$ cat src/rtl/multicycle_sequencer.sv
// Multi-cycle FETCH/DECODE/EXEC/MEM/WB control sequencer for the BUBBLE datapath.
// Optional retired-instruction counter enabled by defining SEQ_PERF_CNT_EN.
module multicycle_sequencer #(
    parameter int TIMEOUT_CYCLES = 16,
    parameter int CNT_W          = 32
) (
    input  logic             clk,
    input  logic             rst_n,
    input  logic             start,
    input  logic             stop,
    output logic             imem_req,
    input  logic             imem_ack,
    input  logic [31:0]      imem_rdata,
    output logic [31:0]      ir,
    output logic [5:0]       alu_op,
    output logic [5:0]       funct,
    output logic             alu_en,
    input  logic             alu_zero,
    output logic             dmem_req,
    output logic             dmem_we,
    input  logic             dmem_ack,
    output logic             rf_we,
    output logic             rf_dst_sel,
    output logic             wb_sel,
    output logic             pc_we,
    output logic [1:0]       pc_sel,
    output logic             retire,
    output logic             halted,
    output logic             err,
    output logic [2:0]       state,
    output logic [CNT_W-1:0] retired_cnt
);

    typedef enum logic [2:0] {
        S_IDLE   = 3'd0,
        S_FETCH  = 3'd1,
        S_DECODE = 3'd2,
        S_EXEC   = 3'd3,
        S_MEM    = 3'd4,
        S_WB     = 3'd5,
        S_HALT   = 3'd6,
        S_BAD    = 3'd7
    } state_t;

    localparam int TMO_W = $clog2(TIMEOUT_CYCLES + 1);
    localparam logic [TMO_W-1:0] TMO_LAST = TMO_W'(TIMEOUT_CYCLES - 1);

    // Opcode table, index = class: 0 R, 1 addi, 2 lw, 3 sw, 4 beq, 5 bne, 6 j
    localparam logic [6:0][5:0] OPCODES = {
        6'b000010, 6'b000101, 6'b000100, 6'b101011, 6'b100011, 6'b001000, 6'b000000
    };

    state_t           state_reg, state_next;
    logic [TMO_W-1:0] tmo_cnt_reg, tmo_cnt_next;
    logic [31:0]      ir_reg;
    logic             ir_load;
    logic             retire_now;
    logic [6:0]       op_hit;

    genvar gi;
    generate
        for (gi = 0; gi < 7; gi++) begin : g_opdec
            assign op_hit[gi] = (ir_reg[31:26] == OPCODES[gi]);
        end
    endgenerate

    logic is_r, is_addi, is_lw, is_sw, is_beq, is_bne, is_j;
    assign is_r    = op_hit[0];
    assign is_addi = op_hit[1];
    assign is_lw   = op_hit[2];
    assign is_sw   = op_hit[3];
    assign is_beq  = op_hit[4];
    assign is_bne  = op_hit[5];
    assign is_j    = op_hit[6];

    always_comb begin
        state_next   = state_reg;
        tmo_cnt_next = tmo_cnt_reg;
        ir_load      = 1'b0;
        retire_now   = 1'b0;
        imem_req     = 1'b0;
        alu_en       = 1'b0;
        dmem_req     = 1'b0;
        dmem_we      = 1'b0;
        rf_we        = 1'b0;
        rf_dst_sel   = 1'b0;
        wb_sel       = 1'b0;
        pc_sel       = 2'd0;
        halted       = 1'b0;
        err          = 1'b0;

        case (state_reg)
            S_IDLE: begin
                if (start) begin
                    state_next   = S_FETCH;
                    tmo_cnt_next = '0;
                end
            end
            S_FETCH: begin
                imem_req = 1'b1;
                // An ack on the last permitted cycle still completes the fetch
                if (imem_ack) begin
                    ir_load    = 1'b1;
                    state_next = S_DECODE;
                end else if (tmo_cnt_reg == TMO_LAST) begin
                    state_next = S_HALT;
                end else begin
                    tmo_cnt_next = tmo_cnt_reg + 1'b1;
                end
            end
            S_DECODE: begin
                state_next = (|op_hit) ? S_EXEC : S_HALT;
            end
            S_EXEC: begin
                alu_en = 1'b1;
                if (is_r || is_addi) begin
                    state_next = S_WB;
                end else if (is_lw || is_sw) begin
                    state_next   = S_MEM;
                    tmo_cnt_next = '0;
                end else begin
                    retire_now = 1'b1;
                    if (is_j)
                        pc_sel = 2'd2;
                    else if ((is_beq && alu_zero) || (is_bne && !alu_zero))
                        pc_sel = 2'd1;
                end
            end
            S_MEM: begin
                dmem_req = 1'b1;
                dmem_we  = is_sw;
                if (dmem_ack) begin
                    if (is_sw)
                        retire_now = 1'b1;
                    else
                        state_next = S_WB;
                end else if (tmo_cnt_reg == TMO_LAST) begin
                    state_next = S_HALT;
                end else begin
                    tmo_cnt_next = tmo_cnt_reg + 1'b1;
                end
            end
            S_WB: begin
                rf_we      = 1'b1;
                rf_dst_sel = is_r;
                wb_sel     = is_lw;
                retire_now = 1'b1;
            end
            default: begin
                // HALT is only reached on an error; the unused encoding is treated the same
                halted = 1'b1;
                err    = 1'b1;
            end
        endcase

        if (retire_now) begin
            state_next   = stop ? S_IDLE : S_FETCH;
            tmo_cnt_next = '0;
        end
    end

    assign pc_we  = retire_now;
    assign retire = retire_now;

    always_ff @(posedge clk) begin
        if (!rst_n) begin
            state_reg   <= S_IDLE;
            tmo_cnt_reg <= '0;
            ir_reg      <= '0;
        end else begin
            state_reg   <= state_next;
            tmo_cnt_reg <= tmo_cnt_next;
            if (ir_load)
                ir_reg <= imem_rdata;
        end
    end

    assign ir     = ir_reg;
    assign alu_op = ir_reg[31:26];
    assign funct  = ir_reg[5:0];
    assign state  = state_reg;

`ifdef SEQ_PERF_CNT_EN
    logic [CNT_W-1:0] retired_cnt_reg;

    always_ff @(posedge clk) begin
        if (!rst_n)
            retired_cnt_reg <= '0;
        else if (retire_now && (retired_cnt_reg != {CNT_W{1'b1}}))
            retired_cnt_reg <= retired_cnt_reg + 1'b1;
    end

    assign retired_cnt = retired_cnt_reg;
`else
    assign retired_cnt = '0;
`endif

endmodule

$ cat config.mk
export PLATFORM = sky130hd
export DESIGN_NAME = multicycle_sequencer
export DESIGN_NICKNAME = d
export VERILOG_FILES = /design/src/rtl/multicycle_sequencer.sv
export SDC_FILE = /design/constraint.sdc
export NUM_CORES = 1
export LEC_CHECK = 0
export BUFFER_PORTS_ARGS = -buffer_cell sky130_fd_sc_hd__buf_2
export CAP_MARGIN = 20
export CORE_ASPECT_RATIO = 1.2
export CORE_UTILIZATION = 44
export CTS_CLUSTER_DIAMETER = 30
export DETAILED_ROUTE_END_ITERATION = 10
export PLACE_DENSITY_LB_ADDON = 0.15
export SYNTH_ARGS = -nofsm -noshare
export SYNTH_HDL_FRONTEND = slang
export SYNTH_SLANG_ARGS = --single-unit
$ cat constraint.sdc
create_clock -name clk -period 2.7 [get_ports clk]
set_clock_uncertainty 0.2 [all_clocks]
set_input_delay 0.27 -clock clk [delete_from_list [all_inputs] [get_ports clk]]
set_output_delay 0.27 -clock clk [all_outputs]
set_load 0.01 [all_outputs]
==> run summary, run 1 <==
The count of buffer and inverter cells on the critical path is 1. In the layout the commonest cells are 98 x sky130_fd_sc_hd__buf_2, 73 x sky130_fd_sc_hd__nand2_1, 40 x sky130_fd_sc_hd__dfxtp_1. The reg-to-reg critical path startpoint is state[2]. The kind of cell adding the most delay to the critical path was simple AND/OR/NAND/NOR gates.

The setup slack of the most critical reg-to-reg path was 0.52 ns; the standard-cell row count was 28. For this run, the post-layout net count is 409. Initial antenna violation count: 0. For this block, the routed nets add up to 4920 um of wire. The later pin in the worst-skew pair is clocked with a latency of 0.29 ns. Antenna violation net count after detailed routing: 0.

The logs give 131 for the I/O pin count and 85 for the number of violations reported at the end of detailed-routing iteration 0. The power density over the cells works out to 764 nW/um^2. After clock tree synthesis, the clock-pin slew on the worst setup and hold paths is 0.08 ns. Leaving out fill and tap cells, the most frequent cell in the layout is sky130_fd_sc_hd__buf_2. Max-cap violations in this run came to 0. The number of hold violations in the final report is 0, and the average footprint of a synthesized cell is 8.06 um^2. After synthesis the cells add up to 2310 um^2. For the distinct cell type count of the synthesized netlist, the log shows 46. The worst hold path terminates at ir[14]. The flip-flop count of the largest register after layout came out at 32. In this run the worst path has a maximum fanout of 17. The path depth of the worst reg2reg path was 5; the internal power was 0.00135 W. The number of remaining DRC errors came out at 0. Setup repair after global routing left no endpoint under its margin. For this design, the slowest cell found on the critical path is sky130_fd_sc_hd__dfxtp_1. In this run the static leakage power is 1.36 nW. Before antenna repair, the detailed router went through 4 iterations. Weighted congestion at the end of routability-driven global placement: 0.796.

The tools report the relative slew slack as 0.627. Yosys printed 0 warnings. Relative to the synthesized area, the layout overhead comes to 19.5%.

After technology mapping, the gate count stands at 287. The tools report the clock power share as 0.249. Static timing analysis puts the maximum clock frequency at 0.412 GHz.

0 antenna diodes ended up in the layout. The most used flip-flop cell after synthesis is sky130_fd_sc_hd__dfxtp_1. The clock tree synthesis step divided the H-tree into 2 levels. The floorplan step defined a die boundary enclosing 5550 um^2. The first global-routing pass estimated 7850 um of wire.

The class of the most critical hold timing path is input pin to flop. Global-route usage over all layers: 0.186. Along the worst hold path, the cell count comes to 3.

The signal on the critical path passes through nand3b_1 -> or4_1 -> nor3_1 -> buf_2. The die width was 68.2 um. The tools report the element type at the critical path end as an output port. The sequential share of power is 0.389, and the final critical-path share of the clock period is 0.898.

The vertical extent of the die is 81.4 um, and the final standard cell utilization of the core is 0.552. The initial standard-cell utilization of the core is 0.462, and the total global routing overflow is 0. The share of total power consumed by net switching is 0.363, and the transition time at the pin with the least slew margin is 0.560 ns. Across the VDD grid, the largest voltage drop is 0.389 mV. For the post-CTS setup buffer count, the log shows 0.

The clock tree root buffer cell is sky130_fd_sc_hd__clkbuf_8. The number of enable-type register cells in the synthesized netlist works out to 0. The CTS buffer count was 5; the number of pins exceeding their max-slew limit in the final report was 0.

The tools report the part of the power in combinational logic as 0.363. The delay of the slowest cell on the worst path is 0.66 ns, and the CTS sink count is 40. Detailed placement finished with a half-perimeter wire length of 3510 um. STA puts the critical path data arrival time at 1.96 ns. Synthesized flop and latch total: 40.

The sequential fraction of the synthesis area is 0.346. The buffer depth of the longest clock path is 2. The tools report the critical path launch point type as a flop. The run finished with clean final reports. Kind of critical path: flop to output port. The average wire per standard cell is 11.5 um. The fraction of layout instances using a drive strength above 1 is 0.320, and the maximum number of pins on one net before global-route repair is 37.

The routed design could run at a clock period as short as 2.43 ns. The async set-or-reset flop fraction in the synthesized netlist is 0, and the data required time of the worst path is 2.23 ns. The via count of the first global-routing pass was 1782; the final number of setup-violating endpoints was 0. Buffers placed on the I/O ports in this run total 98.

The analysis attributes to net switching a power of 0.000767 W. Detailed routing inserted a total of 2044 vias. After routing, the total negative slack on setup checks comes to 0 ns. The core region is 5010 um^2.

The average vias per placed instance works out to 4.76. The start point of the worst hold path is imem_rdata[14]. TritonCTS built the clock tree. The endpoint of the lowest-slack register-to-register path is tmo_cnt_reg[1].
power groups by stage:
stage | Clock (W) | Combinational [W] | Sequential [W]
6_report | 0.000525 | 0.000766 | 0.000822
5_1_grt | 0.000570 | 0.000865 | 0.000843
4_1_cts | 0.000543 | 0.000774 | 0.000820
3_5_place_dp | 0 | 0.000769 | 0.000833
3_3_place_gp | 0 | 0.000767 | 0.000830
2_1_floorplan | 0 | 0.000611 | 0.000817
per-stage QoR:
stage          total power (W)  area [um^2]  std cells  setup slack [ns]  hold WS (ns)
2_1_floorplan          0.00143         2430        318             0.576         0.205
3_3_place_gp           0.00160         2600        418             0.575         0.239
3_5_place_dp           0.00160         2600        418             0.507         0.245
4_1_cts                0.00214         2760        429             0.220      0.000655
5_1_grt                0.00228         2770        429             0.116       0.00326
6_report               0.00211         2770        429             0.275       0.00955
area by class of cell:
cell class | count | area, um^2
multi-input cells | 211 | 1200
clock inverters | 1 | 30.0
repair buffers | 103 | 536
fillers | 524 | 2240
inverters | 7 | 26.3
well taps | 60 | 75.1
clock buffers | 7 | 96.3
flip-flops and latches | 40 | 801
synth_stat cells, drive strengths merged (2+ instances only):
cell type	count	area (um^2)
a31oi	2	12.5
a21boi	32	240
nand2	73	274
o21ai	2	10.0
nor3b	4	35.0
clkbuf	9	33.8
xnor2	4	35.0
nor4b	2	32.5
nand2b	3	18.8
nor2b	2	12.5
inv	7	26.3
nor2	14	52.6
buf	51	373
and2	2	12.5
ha	2	25.0
mux2i	3	30.0
or2	2	12.5
a21oi	2	10.0
dfxtp	40	801
nor3	7	46.3
o211ai	2	15.0
and3	2	12.5
nand3b	3	22.5
how the worst max path moves through the flow:
stage                           to  cells after the start      startpoint  slack, ns
finish                   pc_sel[0]                      4        state[0]       0.27
floorplan                   retire                      5        state[2]       0.58
detailed placement  tmo_cnt_reg[1]                      5        state[2]       0.51
CTS                         retire                      5        state[2]       0.22
global placement    tmo_cnt_reg[1]                      8  tmo_cnt_reg[0]       0.57
global route             pc_sel[0]                      4        state[1]       0.12
kinds of logic after synthesis:
kind of cell | share of synthesized area
mux | 0.0130
flops | 0.346
buf+inv | 0.187
other cells | 0.00162
compound gates | 0.174
xor+xnor | 0.0151
fa+ha+maj | 0.0108
simple gates | 0.253
what timing repair did:
action | in CTS | in global routing
hold endpoints to repair | 3 | 0
hold buffers | 3 | 0
resized for setup | 0 | 1
endpoints found under the setup margin | 0 | 2
worst reg2reg max path: cells and delay by family, from the launching register on:
| family | cells | cell delay [ns] |
|---|---|---|
| muxes | 1 | 0.23 |
| DFF | 1 | 0.63 |
| AOI/OAI and AO/OA | 1 | 0.16 |
| and+or+nand+nor | 3 | 0.86 |
layer usage:
layer,share of wire,global-route usage
met5,0,0
met4,0.028,0.0917
met1,0.44,0.216
met3,0.063,0.0431
met2,0.47,0.316
No activity file was read; power rests on OpenSTA's default activity.
==> run 2: changes to the inputs <==
Settings changed: REMOVE_ABC_BUFFERS set to 1.
==> run 2 against run 1 <==
Effect of this change:
- die area did not move
- wire length rose by 0.37%
- power fell by 4.9%
==> run summary, run 2 (synthesized netlist as in run 1, its figures left out) <==
Clock latency at the later pin of the worst-skew pair: 0.29 ns (about the same). The run gives 0.392 mV (was 0.389 mV) as the peak supply drop. The most common cell after layout, fill and taps aside was sky130_fd_sc_hd__buf_2 (unchanged). The tools report the global-route usage over all layers as 0.183 (was 0.186). The tools report the via count of the first global-routing pass as 1733 (was 1782).

Kind of critical path: flop to output port (unchanged). The delay of the slowest cell on the worst path is 0.66 ns (about the same), and the setup slack of the most critical reg-to-reg path is 0.54 ns (was 0.52 ns). The logs give 0 ns (unchanged) for the post-route setup TNS and 1.35 nW (was 1.36 nW) for the leakage power of the design. The die area is 5550 um^2 (unchanged), and the total global routing overflow is 0 (unchanged). The reg-to-reg critical path startpoint is state[2] (unchanged). The flip-flop count of the largest register after layout came out at 32 (unchanged). For the total via count after detailed routing, the log shows 2068 (was 2044). The diode insertion count for antenna repair is 0 (unchanged). The die width was 68.2 um (unchanged); the number of nets in the layout was 409 (unchanged).

The timing-limited maximum frequency was 0.411 GHz (was 0.412 GHz); the maximum number of pins on one net before global-route repair was 33 (was 37). The clock period minus final worst setup slack was 2.43 ns (about the same); the initial standard-cell utilization of the core was 0.462 (unchanged). The library cell contributing the largest single delay on the critical path was sky130_fd_sc_hd__dfxtp_1 (unchanged). The tools report the hold-critical path endpoint as ir[10] (was ir[14]).

The count of buffers inserted at the top-level ports is 98 (unchanged). The run gives 5 (unchanged) as the CTS buffer count. For the initial antenna violation count, the log shows 0 (unchanged). The tools report the critical path launch point type as a flop (unchanged).

Class of the most critical hold timing path: input pin to flop (unchanged). TritonCTS built the clock tree. The power density over the cells is 736 nW/um^2 (was 764 nW/um^2). The maximum net fanout on the critical path came out at 17 (unchanged). The clock transition time at the flip-flop clock pins of the worst setup and hold paths is 0.08 ns (about the same), and the average vias per placed instance is 4.82 (was 4.76). The area growth from synthesis to layout was 18.1% (was 19.5%); the I/O pin count was 131 (unchanged). The detailed-placement wirelength estimate came out at 3570 um (was 3510 um).

The tools report the element type at the critical path end as an output port (unchanged). The standard-cell row count is 28 (unchanged). The tools report the clock tree root buffer cell as sky130_fd_sc_hd__clkbuf_8 (unchanged). The run gives 5010 um^2 (unchanged) as the core region area.

For the first-pass GRT wire length, the log shows 7750 um (was 7850 um). The overall routed net length is 4940 um (was 4920 um), and the fraction of layout instances using a drive strength above 1 is 0.322 (was 0.320). The post-CTS setup buffer count is 0 (unchanged). CTS sink count: 40 (unchanged). Commonest cells after routing, fill and taps aside: 98 x sky130_fd_sc_hd__buf_2, 73 x sky130_fd_sc_hd__nand2_1, 40 x sky130_fd_sc_hd__dfxtp_1 (unchanged).

The run finished with clean final reports. The worst endpoint data arrival time was 1.96 ns (about the same). The number of pins exceeding their max-slew limit in the final report was 0 (unchanged). Setup repair after global routing left no endpoint under its margin. The run gives 0.00653 ns (was 0.00955 ns) as the worst hold margin. The start point of the worst hold path is imem_rdata[10] (was imem_rdata[14]). The weighted congestion at the end of routability-driven global placement was 0.801 (was 0.796). The average wire per standard cell is 11.5 um (about the same).

Final standard cell utilization of the core: 0.545 (was 0.552). For the number of search-and-repair iterations in the first detailed-routing pass, the log shows 4 (unchanged). The transition time at the pin with the least slew margin is 0.560 ns (about the same). The max capacitance violation total is 0 (unchanged), and the path depth of the worst reg2reg path is 5 (unchanged). The run gives 0.627 (about the same) as the relative slew slack.

The final critical-path share of the clock period is 0.901 (was 0.898), and the final number of setup-violating endpoints is 0 (unchanged). The vertical extent of the die is 81.4 um (unchanged), and the buffer depth of the longest clock path is 2 (unchanged). The run gives 0 (unchanged) as the antenna violation net count after detailed routing. The endpoint of the lowest-slack register-to-register path was tmo_cnt_reg[1] (unchanged).

The number of hold violations in the final report is 0 (unchanged). Sequence of cells on the critical path: nand3b_1 -> or4_1 -> nor3_1 -> buf_2 (unchanged). The logs give 107 (was 85) for the number of violations reported at the end of detailed-routing iteration 0 and 2 (unchanged) for the count of H-tree levels built during CTS.

The number of remaining DRC errors was 0 (unchanged); the cell depth of the worst hold path was 3 (unchanged). For the data required time of the worst path, the log shows 2.23 ns (about the same).
[run 2: cell type report]
type,count,area (um^2)
fill,504,2280
inverter,7,26.3
tap,60,75.1
sequential,40,801
clock inverter,2,13.8
clock buffer,6,82.6
timing repair buffer,103,533
multi-input combinational,211,1200
[run 2: stage by stage]
step                power [W]  worst slack [ns]  instance area, um^2  cells
finish                0.00201             0.266                 2730    429
detailed placement    0.00160             0.491                 2610    419
floorplan             0.00132             0.508                 2020    258
CTS                   0.00203             0.157                 2710    427
global placement      0.00160             0.439                 2610    419
global route          0.00217            0.0554                 2730    429
[run 2: per-layer routing]
metal | track usage | vias to the layer above | routed length, um
met5 | 0 | - | 0
met4 | 0.0771 | 0 | 70
met3 | 0.0556 | 7 | 400
met2 | 0.291 | 94 | 2350
met1 | 0.226 | 930 | 2120
li1 | - | 1037 | -
[run 2: timing repair]
item | in CTS | in global routing
resized for setup | 0 | 1
endpoints found under the setup margin | 0 | 2
endpoints found under the hold margin | 0 | 2
hold buffers | 0 | 2
[run 2: critical path, delay by kind of cell, from the launching register on]
family	cells	cell delay, ns
AND/OR/NAND/NOR	3	0.86
flip-flops	1	0.66
buffers and inverters	1	0.15
[run 2: worst max path at each step]
stage	from	to	slack, ns	cells past startpoint
final	state[0]	pc_sel[0]	0.27	4
after global routing	state[0]	pc_sel[0]	0.06	4
after CTS	state[2]	retire	0.16	5
after detailed placement	state[2]	retire	0.49	5
after global placement	state[2]	pc_we	0.44	5
after floorplan	state[2]	pc_we	0.51	4
[run 2: power by group]
part	internal (W)	switching, W
combinational	0.000336	0.000436
clock	0.000209	0.000209
sequential	0.000684	0.000137
total	0.00123	0.000782
